$ cat config.mk
export PLATFORM = sky130hd
export DESIGN_NAME = conway_board_loader
export DESIGN_NICKNAME = d
export VERILOG_FILES = /design/src/rtl/conway_pkg.sv /design/src/rtl/conway_board_loader.sv
export SDC_FILE = /design/constraint.sdc
export NUM_CORES = 1
export LEC_CHECK = 0
export CORE_UTILIZATION = 44
export CTS_CLUSTER_SIZE = 28
export DETAILED_ROUTE_END_ITERATION = 16
export HOLD_SLACK_MARGIN = 0.15
export PLACE_DENSITY = 0.72
export SLEW_MARGIN = 10
export SYNTH_ARGS = -nofsm -noshare
export SYNTH_HDL_FRONTEND = slang
export SYNTH_SLANG_ARGS = --single-unit
$ cat constraint.sdc
create_clock -name clk -period 6.15 [get_ports clk]
set_clock_uncertainty 0.2 [all_clocks]
set_input_delay 0.615 -clock clk [delete_from_list [all_inputs] [get_ports clk]]
set_output_delay 0.615 -clock clk [all_outputs]
set_load 0.02 [all_outputs]
$ cat src/rtl/conway_pkg.sv
// Shared types for the 16x16 toroidal life engine and its board loader.
package conway_pkg;

  localparam int CONWAY_ROWS  = 16;
  localparam int CONWAY_COLS  = 16;
  localparam int CONWAY_CELLS = CONWAY_ROWS * CONWAY_COLS;

  typedef logic [CONWAY_COLS-1:0]  conway_row_t;
  typedef logic [CONWAY_CELLS-1:0] conway_board_t;

  typedef enum logic {
    LDR_FILL,
    LDR_LOAD
  } conway_ldr_state_e;

endpackage

$ cat src/rtl/conway_board_loader.sv
// Collects ROWS row transfers into a shadow frame and hands the completed
// board to the life engine with a single-cycle load strobe.
module conway_board_loader
  import conway_pkg::*;
#(
  parameter int ROWS = CONWAY_ROWS,
  parameter int COLS = CONWAY_COLS
) (
  input  logic                 clk,
  input  logic                 reset,
  input  logic                 in_valid,
  output logic                 in_ready,
  input  logic [COLS-1:0]      in_row,
  input  logic                 in_last,
  output logic                 load,
  output logic [ROWS*COLS-1:0] data,
  output logic                 frame_err,
  output logic [7:0]           frame_count
);

  localparam int                IDX_W    = $clog2(ROWS);
  localparam logic [IDX_W-1:0]  LAST_IDX = IDX_W'(ROWS - 1);

  conway_ldr_state_e      state;
  logic [IDX_W-1:0]       row_idx;
  logic [ROWS*COLS-1:0]   shadow;
  logic [ROWS*COLS-1:0]   shadow_merged;
  logic                   at_last_row;

  assign in_ready    = (state == LDR_FILL);
  assign at_last_row = (row_idx == LAST_IDX);

  // The final row has to reach data on the same edge it is accepted.
  always_comb begin
    shadow_merged = shadow;
    shadow_merged[COLS*row_idx +: COLS] = in_row;
  end

  always_ff @(posedge clk) begin
    if (reset) begin
      state       <= LDR_FILL;
      row_idx     <= '0;
      shadow      <= '0;
      data        <= '0;
      load        <= 1'b0;
      frame_err   <= 1'b0;
      frame_count <= 8'd0;
    end else begin
      load      <= 1'b0;
      frame_err <= 1'b0;
      case (state)
        LDR_FILL: begin
          if (in_valid) begin
            if (in_last && at_last_row) begin
              shadow      <= shadow_merged;
              data        <= shadow_merged;
              load        <= 1'b1;
              row_idx     <= '0;
              frame_count <= frame_count + 8'd1;
              state       <= LDR_LOAD;
            end else if (in_last != at_last_row) begin
              // Short or long frame: drop the partial rows, keep the old board.
              frame_err <= 1'b1;
              row_idx   <= '0;
            end else begin
              shadow  <= shadow_merged;
              row_idx <= row_idx + 1'b1;
            end
          end
        end
        LDR_LOAD: state <= LDR_FILL;
        default:  state <= LDR_FILL;
      endcase
    end
  end

endmodule

# Word-level counts from Yosys, hierarchy flattened
# Cells that the tools add are included.
word_totals:
  mem_bits_ro: 0
  mem_count: 0
  elab_cells: 32
  ff_bits: 527
  latchBits: 0
  ramBits: 0
classes:
  n_reduce_logical: 6
  n_addsub: 3
  multipliers: 0
  n_lt_le_gt_ge: 0
  mux: 9
  shift: 2
  div_mod_pow: 0
  n_eq_ne: 3
  bitwise_logic: 2
ops:
  columns: ["op", "n"]
  rows:
  - ["two-way mux 256 bit", 2]
  - ["bitwise mux 256 bit", 1]
  - ["variable shift 16 x 34 -> 256 bit, first input constant", 1]
  - ["variable part select 16 x 34 -> 256 bit", 1]
  - ["negator 8 -> 34 bit", 1]
  - ["adder 8 x 1 -> 8 bit, second input constant", 1]
  - ["two-way mux 4 bit", 2]
  - ["AND reduction 3 bit", 2]
  - ["adder 4 x 1 -> 4 bit, second input constant", 1]
  - ["equality test 4 bit, second input constant", 1]
  - ["OR reduction 4 bit", 1]
  - ["two-way mux 1 bit", 3]
  - ["inequality test 2 bit, second input constant", 1]
  - ["inverter 1 bit", 2]
  - ["case mux 1 bit (2 select lines)", 1]
  - ["AND reduction 2 bit", 1]
  - ["OR reduction 2 bit", 1]
  - ["logical AND 1 bit", 1]
  - ["inequality test 1 bit", 1]

# Depth between registers and ports, before layout
# Gate-level depths: netlist (run 1).
logic_depth:
  word_depth: 5
  ltp_mapped: 13
  depth_no_buf: 7

# Least setup slack after synthesis (run 1)
# No wires, ideal clock.
synth_path:
  path_kind: "flip-flop to flip-flop"
  startpoint: "reg row_idx[0]"
  endpoint: "reg shadow[134]"
  arrival_time_ps: 2965
  path_slack_ps: 2857
  setup_ps: 128
  path_stages_with_launch: 12
  cell_sequence: "dfxtp_1 > buf_2 > buf_4 > clkbuf_1 > inv_1 > ha_1 > buf_2 > or4b_4 > a211oi_4 > buf_4 > mux2i_1 > nor2_1"
synth_between:
  elab_chain_len: 5
synth_rtl:
  columns: ["element", "line_no", "source"]
  rows:
  - ["start, declared", "conway_board_loader.sv:25", "logic [IDX_W-1:0] row_idx;"]
  - ["start signal, assigned", "conway_board_loader.sv:67", "row_idx <= row_idx + 1'b1;"]
  - ["negator 8 -> 34 bit", "conway_board_loader.sv:36", "shadow_merged[COLS*row_idx +: COLS] = in_row;"]
  - ["variable part select 16 x 34 -> 256 bit / variable shift 16 x 34 -> 256 bit (equally long branches)", "conway_board_loader.sv:36", null]
  - ["bitwise mux 256 bit", "conway_board_loader.sv:36", null]
  - ["two-way mux 256 bit", "conway_board_loader.sv:61", "end else if (in_last != at_last_row) begin"]
  - ["two-way mux 256 bit", "conway_board_loader.sv:54", "if (in_last && at_last_row) begin"]
  - ["end signal, assigned", "conway_board_loader.sv:55", "shadow <= shadow_merged;"]
  - ["end signal, assigned", "conway_board_loader.sv:66", "shadow <= shadow_merged;"]
  - ["end, declared", "conway_board_loader.sv:26", "logic [ROWS*COLS-1:0] shadow;"]
# Several ways; a longest one is shown, not always the timed one. The select of a mux whose other input is x is not followed.
# A chain may end at the register's enable or synchronous reset.

# Final worst setup path (run 1)
layout_path:
  startpoint: "reg row_idx[0]"
  endpoint: "reg shadow[104]"
# The elaborated chain is that of the path after synthesis.

==> results.md, run 1 <==
* Post-synth ARST share at 0%
* Fin crit period at 4.52 ns
* Crit Path Category: register to register
* Number of distinct library cells after synthesis at 66
* Area leader, netlist: dfxtp_1
* Initial antenna violation count at 3
* Switching pwr at 1.59 mW
* Post-Synthesis Cell Area at 22300 um2
* Total Neg Setup Slack at 0 ns
* Worst-path clk slew at ~0.06 ns
* Leakage at roughly 9.3 nW
* WL met1 at 30900 um
* Mapped Cells at 2580
* PortBufs at around 290
* Remaining antenna violation count after routing at 0
* Sequential fraction of the synthesis area at approximately 47%
* Worst min path class: register to register
* Pin count of the biggest net entering global routing at 213
* Comb power frac at roughly 3.5%
* Synth Area per Inst at 8.66 um2
* Count of final setup violators at 0
* Resized cells post-CTS at 0
* CTS root buf: clkbuf_16
* Switch share at between 20% and 30%
* Routability Congestion at 0.891
* Max Transition Viols Final at 0
* CTS sink cnt at 526
* Worst-Skew Late Latency at approximately 0.61 ns
* Int Pwr at around 5.4 mW
* # rows at approximately 80
* Area growth from synthesis to layout at 21.6%
* Yosys warns at 0
* Clock tree buffer depth at 3
* Vias in the first global route at 19000
* Metal3 WL at slightly above 6000 um
* Layout Utilization at 54.2%
* Iteration-0 DRC Markers at 2509
* EDFF count, synth at 0
* Max_slew headroom at 13.7%
* Share of the synthesized area in the top cell type at a little under half
* Drt wl/cell at approximately 21 um
* DR pass1 iterations at 6
* PD cells at 259 nW/um2
* Core area at 50100 um2
* Yosys reg bits at 526
* R2R setup slack at about 1.6 ns
* TritonCTS clock tree: yes
* Total CTS buffers at 54
* Initial Util at 44.6%
* WHS at 0.252 ns
* Required time of the critical path at 6.47 ns
* Gr usage total at 27.3%
* Max-cap violations at 0
* Global-route wire length before repair at about 110000 um
* Final WL at 72900 um
* GRT Residual Overflow at 0
* Fill cells at 4601
* # DRC at 0
* Seq pwr share at between 40% and 50%
* Post-synth top flop: dfxtp_1
* NumNets Final at ~2700
* Postcts setup bufs at 0
* Die H at 227 um
* Highest Signal Layer: met4
* I/O pin count at approximately 290
* Hold buffers post-CTS at 0
* Via Count at 20500
* Startpoint type of the worst setup path: register
* Fmax achieved at around 220 MHz
* Crit path DAT at between 4 and 5 ns
* Final period util at 73.5%
* Mapped Nets at 2605
* Slew @ Worst Pin at 1.29 ns
* Worst setup EP type: register
* Share of layout cells above drive strength 1 at 8.34%
* Hpwl dp at 46100 um
* Die W at 227 um
* Clock share of power at 47.9%
* Final hold violation count at 0
* Die ar. at a little over 50000 um2
* Met2 WL post-DR at 33100 um
* RSZ-0062 raised after global routing: no
* Vias/cell at 6.00
* VDD IR-drop max at between 0.15 and 0.2 mV
* H-tree levels at 2
* Status: finished, final reports clean
* Top post-synthesis cells by area: dfxtp_1 47%, mux2i_1 6.9%, nor2_1 6.7%
* Total Power at 7.02 mW
* Max FO, Critical Path at 21
==> metrics by stage <==
stage / worst slack [ns] / instances / instance area (um2)
after floorplan: 2.86 / 2580 / 22300
after global placement: 1.81 / 3307 / 25300
after detailed placement: 1.67 / 3307 / 25300
after CTS: 1.67 / 3407 / 27100
after global routing: 1.40 / 3408 / 27100
final: 1.63 / 3409 / 27200
==> sequential cells by signal (all words and copies together), names as in the netlist <==
name         count
row_idx          4
load             1
frame_err        1
data           256
shadow         256
frame_count      8
==> per-layer routing <==
layer	vias up	track usage (%)
li1	9413	-
met1	9937	37.1
met2	940	42.3
met3	167	5.32
met4	0	11.3
met5	-	0
==> power groups by stage <==
stage	clock [mW]	sequential [mW]	combinational, mW
after detailed placement	0	3.49	0.240
after global routing	3.54	3.42	0.259
after CTS	3.40	3.42	0.240
final	3.36	3.42	0.245
after floorplan	0	3.49	0.166
after global placement	0	3.49	0.235
==> final timing paths <==
check | endpoint | depth (start not counted) | startpoint
worst max-delay path | shadow[104]$_SDFFE_PP0P_ | 7 | row_idx[0]$_SDFFE_PP0P_
worst min-delay path | shadow[17]$_SDFFE_PP0P_ | 2 | shadow[17]$_SDFFE_PP0P_
worst max register to register | shadow[104]$_SDFFE_PP0P_ | 7 | row_idx[0]$_SDFFE_PP0P_
worst min register to register | shadow[17]$_SDFFE_PP0P_ | 2 | shadow[17]$_SDFFE_PP0P_
==> critical path: stages, from the launching register on <==
cell	delay, ns
dfxtp_1	0.81
ha_1	0.31
and3_1	0.17
ha_1	0.29
or3b_1	0.73
a2111oi_4	1.10
nand3_4	0.49
mux2i_1	0.32
==> cell usage in the layout (no fill, tap or decap), types with 54 or more instances in the layout <==
cell             instances
clkdlybuf4s50_1        285
nor2_1                 397
a211oi_1               115
a21oi_1                182
dfxtp_1                526
nand2_1                187
nand2b_1                70
o21ai_0                 99
mux2i_1                154
nor3_1                 133
clkbuf_16               54
nand3_1                 84
o221a_2                 63
==> kinds of logic after synthesis <==
| family | Yosys count | share of synthesized area (%) |
|---|---|---|
| adder cells (fa/ha/maj) | 5 | 0.280 |
| AND/OR/NAND/NOR | 1023 | 21.5 |
| flip-flops | 526 | 47.1 |
| XOR/XNOR | 8 | 0.398 |
| buffers and inverters | 272 | 4.95 |
| AO/OA/AOI/OAI | 592 | 18.8 |
| multiplexers | 154 | 6.90 |
==> layout make-up <==
class	count	area [um2]	area share (%)
Sequential cell	526	10500	38.8
Inverter	6	22.5	0.0829
Timing Repair Buffer	321	3170	11.7
Clock inverter	23	246	0.908
Multi-Input combinational cell	1782	10800	39.6
Antenna cell	2	5.00	0.0184
Clock buffer	77	1580	5.81
Tap cell	672	841	3.10
==> cell usage after synthesis (13+ instances only) <==
cell type,n
a221oi_1,13
a21o_1,19
a311oi_1,17
nor3_1,133
nand2b_1,70
clkbuf_1,216
a2111oi_0,48
o221a_2,63
nand3_1,84
a211oi_1,116
and2_1,19
nand3b_1,32
nor4_1,15
nand4_1,20
and3_1,35
mux2i_1,154
buf_2,38
dfxtp_1,526
a21oi_1,184
nand2_1,187
nor2_1,397
o21ai_0,100
Power figures use the tool's default switching activity.
==> inputs of run 2 (changes only) <==
Settings changed: PLACE_DENSITY 0.72 to 0.74.
Clock period 6.15 ns to 3.99 ns, I/O delays scaled along.
==> results.md, run 2 (synthesis gave the netlist of run 1 again) <==
* Drt wl/cell at 20.9 um (was 21.4 um)
* Area growth from synthesis to layout at 22.4% (was 21.6%)
* Via Count at 20300 (was 20500)
* Worst min path class: register to register (unchanged)
* Max FO, Critical Path at 48 (was 21)
* Final period util at 92.1% (was 73.5%)
* Hold buffers post-CTS at 1 (was 0)
* Total Neg Setup Slack at 0 ns (unchanged)
* Multi-input logic area at 10700 um2 (was 10800 um2)
* Max-cap violations at 0 (unchanged)
* Pre-CTS WS at 0.401 ns (was 1.67 ns)
* Most frequent cells in the layout: 526 x dfxtp_1, 397 x nor2_1, 285 x clkdlybuf4s50_1 (unchanged)
* Worst-Skew Late Latency at 0.60 ns (was 0.61 ns)
* CTS root buf: clkbuf_16 (unchanged)
* Design area at 27400 um2 (was 27200 um2)
* PD cells at 389 nW/um2 (was 259 nW/um2)
* RSZ-0062 raised after global routing: no (unchanged)
* Vias in the first global route at 19000 (about the same)
* Layout Utilization at 54.6% (was 54.2%)
* Fin worst setup slack at 0.317 ns (was 1.63 ns)
* Leakage at 9.47 nW (was 9.32 nW)
* # DRC at 0 (unchanged)
* Crit Path Category: register to register (unchanged)
* H-tree levels at 2 (unchanged)
* Fin crit period at 3.67 ns (was 4.52 ns)
* CTS sink cnt at 526 (unchanged)
* Clock tree buffer depth at 3 (unchanged)
* Finished Layout Cells at 3440 (was 3409)
* Sequential cell area at 10500 um2 (unchanged)
* Post-placement cell area at 25600 um2 (was 25300 um2)
* NumNets Final at 2751 (was 2716)
* Required time of the critical path at 4.31 ns (was 6.47 ns)
* Hpwl dp at 46500 um (was 46100 um)
* Max_slew headroom at 19.2% (was 13.7%)
* Total CTS buffers at 54 (unchanged)
* GRT Residual Overflow at 0 (unchanged)
* Remaining antenna violation count after routing at 0 (unchanged)
* Die ar. at 51700 um2 (unchanged)
* Share of layout cells above drive strength 1 at 8.93% (was 8.34%)
* Initial antenna violation count at 4 (was 3)
* Final WL at 72000 um (was 72900 um)
* Fmax achieved at 272 MHz (was 221 MHz)
* Total Power at 10.6 mW (was 7.02 mW)
* Core area at 50100 um2 (unchanged)
* Vias/cell at 5.89 (was 6.00)
* DR pass1 iterations at 7 (was 6)
* Iteration-0 DRC Markers at 2067 (was 2509)
* Crit path DAT at 4.00 ns (was 4.84 ns)
* Global-route wire length before repair at 110000 um (about the same)
* # rows at 82 (unchanged)
* I/O pin count at 287 (unchanged)
* Final hold violation count at 0 (unchanged)
* Postcts setup bufs at 0 (unchanged)
* Die W at 227 um (unchanged)
* Max Transition Viols Final at 0 (unchanged)
* Pin count of the biggest net entering global routing at 149 (was 213)
* TritonCTS clock tree: yes (unchanged)
* Count of final setup violators at 0 (unchanged)
* Status: finished, final reports clean (unchanged)
* WHS at 0.253 ns (was 0.252 ns)
* Resized cells post-CTS at 0 (unchanged)
* Initial Util at 44.6% (unchanged)
* Regs by FF count: data x256, shadow x256, frame_count x8 (unchanged)
* Slew @ Worst Pin at 1.21 ns (was 1.29 ns)
* Commonest non-fill, non-tap cell in the layout: dfxtp_1 (unchanged)
* Worst setup EP type: register (unchanged)
* Gr usage total at 27.1% (was 27.3%)
* Placed cell count at 3341 (was 3307)
* Die H at 227 um (unchanged)
* PortBufs at 286 (unchanged)
* Fill cells at 4494 (was 4601)
* Routability Congestion at 0.863 (was 0.891)
* VDD IR-drop max at 0.277 mV (was 0.193 mV)
* Worst-path clk slew at 0.06 ns (about the same)
* Startpoint type of the worst setup path: register (unchanged)
[run 2: metal layers]
| layer | global-route usage, % | up-vias | part of all wire, % |
|---|---|---|---|
| met5 | 0 | - | 0.015 |
| li1 | - | 9472 | - |
| met2 | 42.5 | 930 | 46 |
| met1 | 37.3 | 9713 | 43 |
| met3 | 4.56 | 160 | 7.9 |
| met4 | 10.1 | 2 | 3.3 |
[run 2: area by class of cell]
cell class	instances	area share, %
Sequential cell	526	38.5
Tap cell	672	3.07
Antenna cell	1	0.00915
Timing Repair Buffer	356	12.8
Clock buffer	81	5.79
Inverter	6	0.0823
Multi-Input combinational cell	1782	39.3
Clock inverter	16	0.503
[run 2: final timing paths]
check	from	end	slack (ns)	depth (start not counted)
worst max-delay path	row_idx[0]$_SDFFE_PP0P_	shadow[187]$_SDFFE_PP0P_	0.32	8
worst min-delay path	shadow[19]$_SDFFE_PP0P_	shadow[19]$_SDFFE_PP0P_	0.25	2
worst max register to register	row_idx[0]$_SDFFE_PP0P_	shadow[187]$_SDFFE_PP0P_	0.32	8
worst min register to register	shadow[19]$_SDFFE_PP0P_	shadow[19]$_SDFFE_PP0P_	0.25	2
[run 2: report_power, final]
group	internal, mW	total, mW	switching (mW)
clock	2.86	4.96	2.11
sequential	5.26	5.26	0.00512
combinational	0.114	0.398	0.283
[run 2: worst max-delay path, stage by stage, from the launching register on]
cell,delay (ns)
dfxtp_1,0.33
buf_4,0.41
inv_1,0.15
ha_1,0.34
buf_4,0.20
or4b_1,0.81
a2111oi_4,0.83
nand2_1,0.14
a21oi_1,0.17
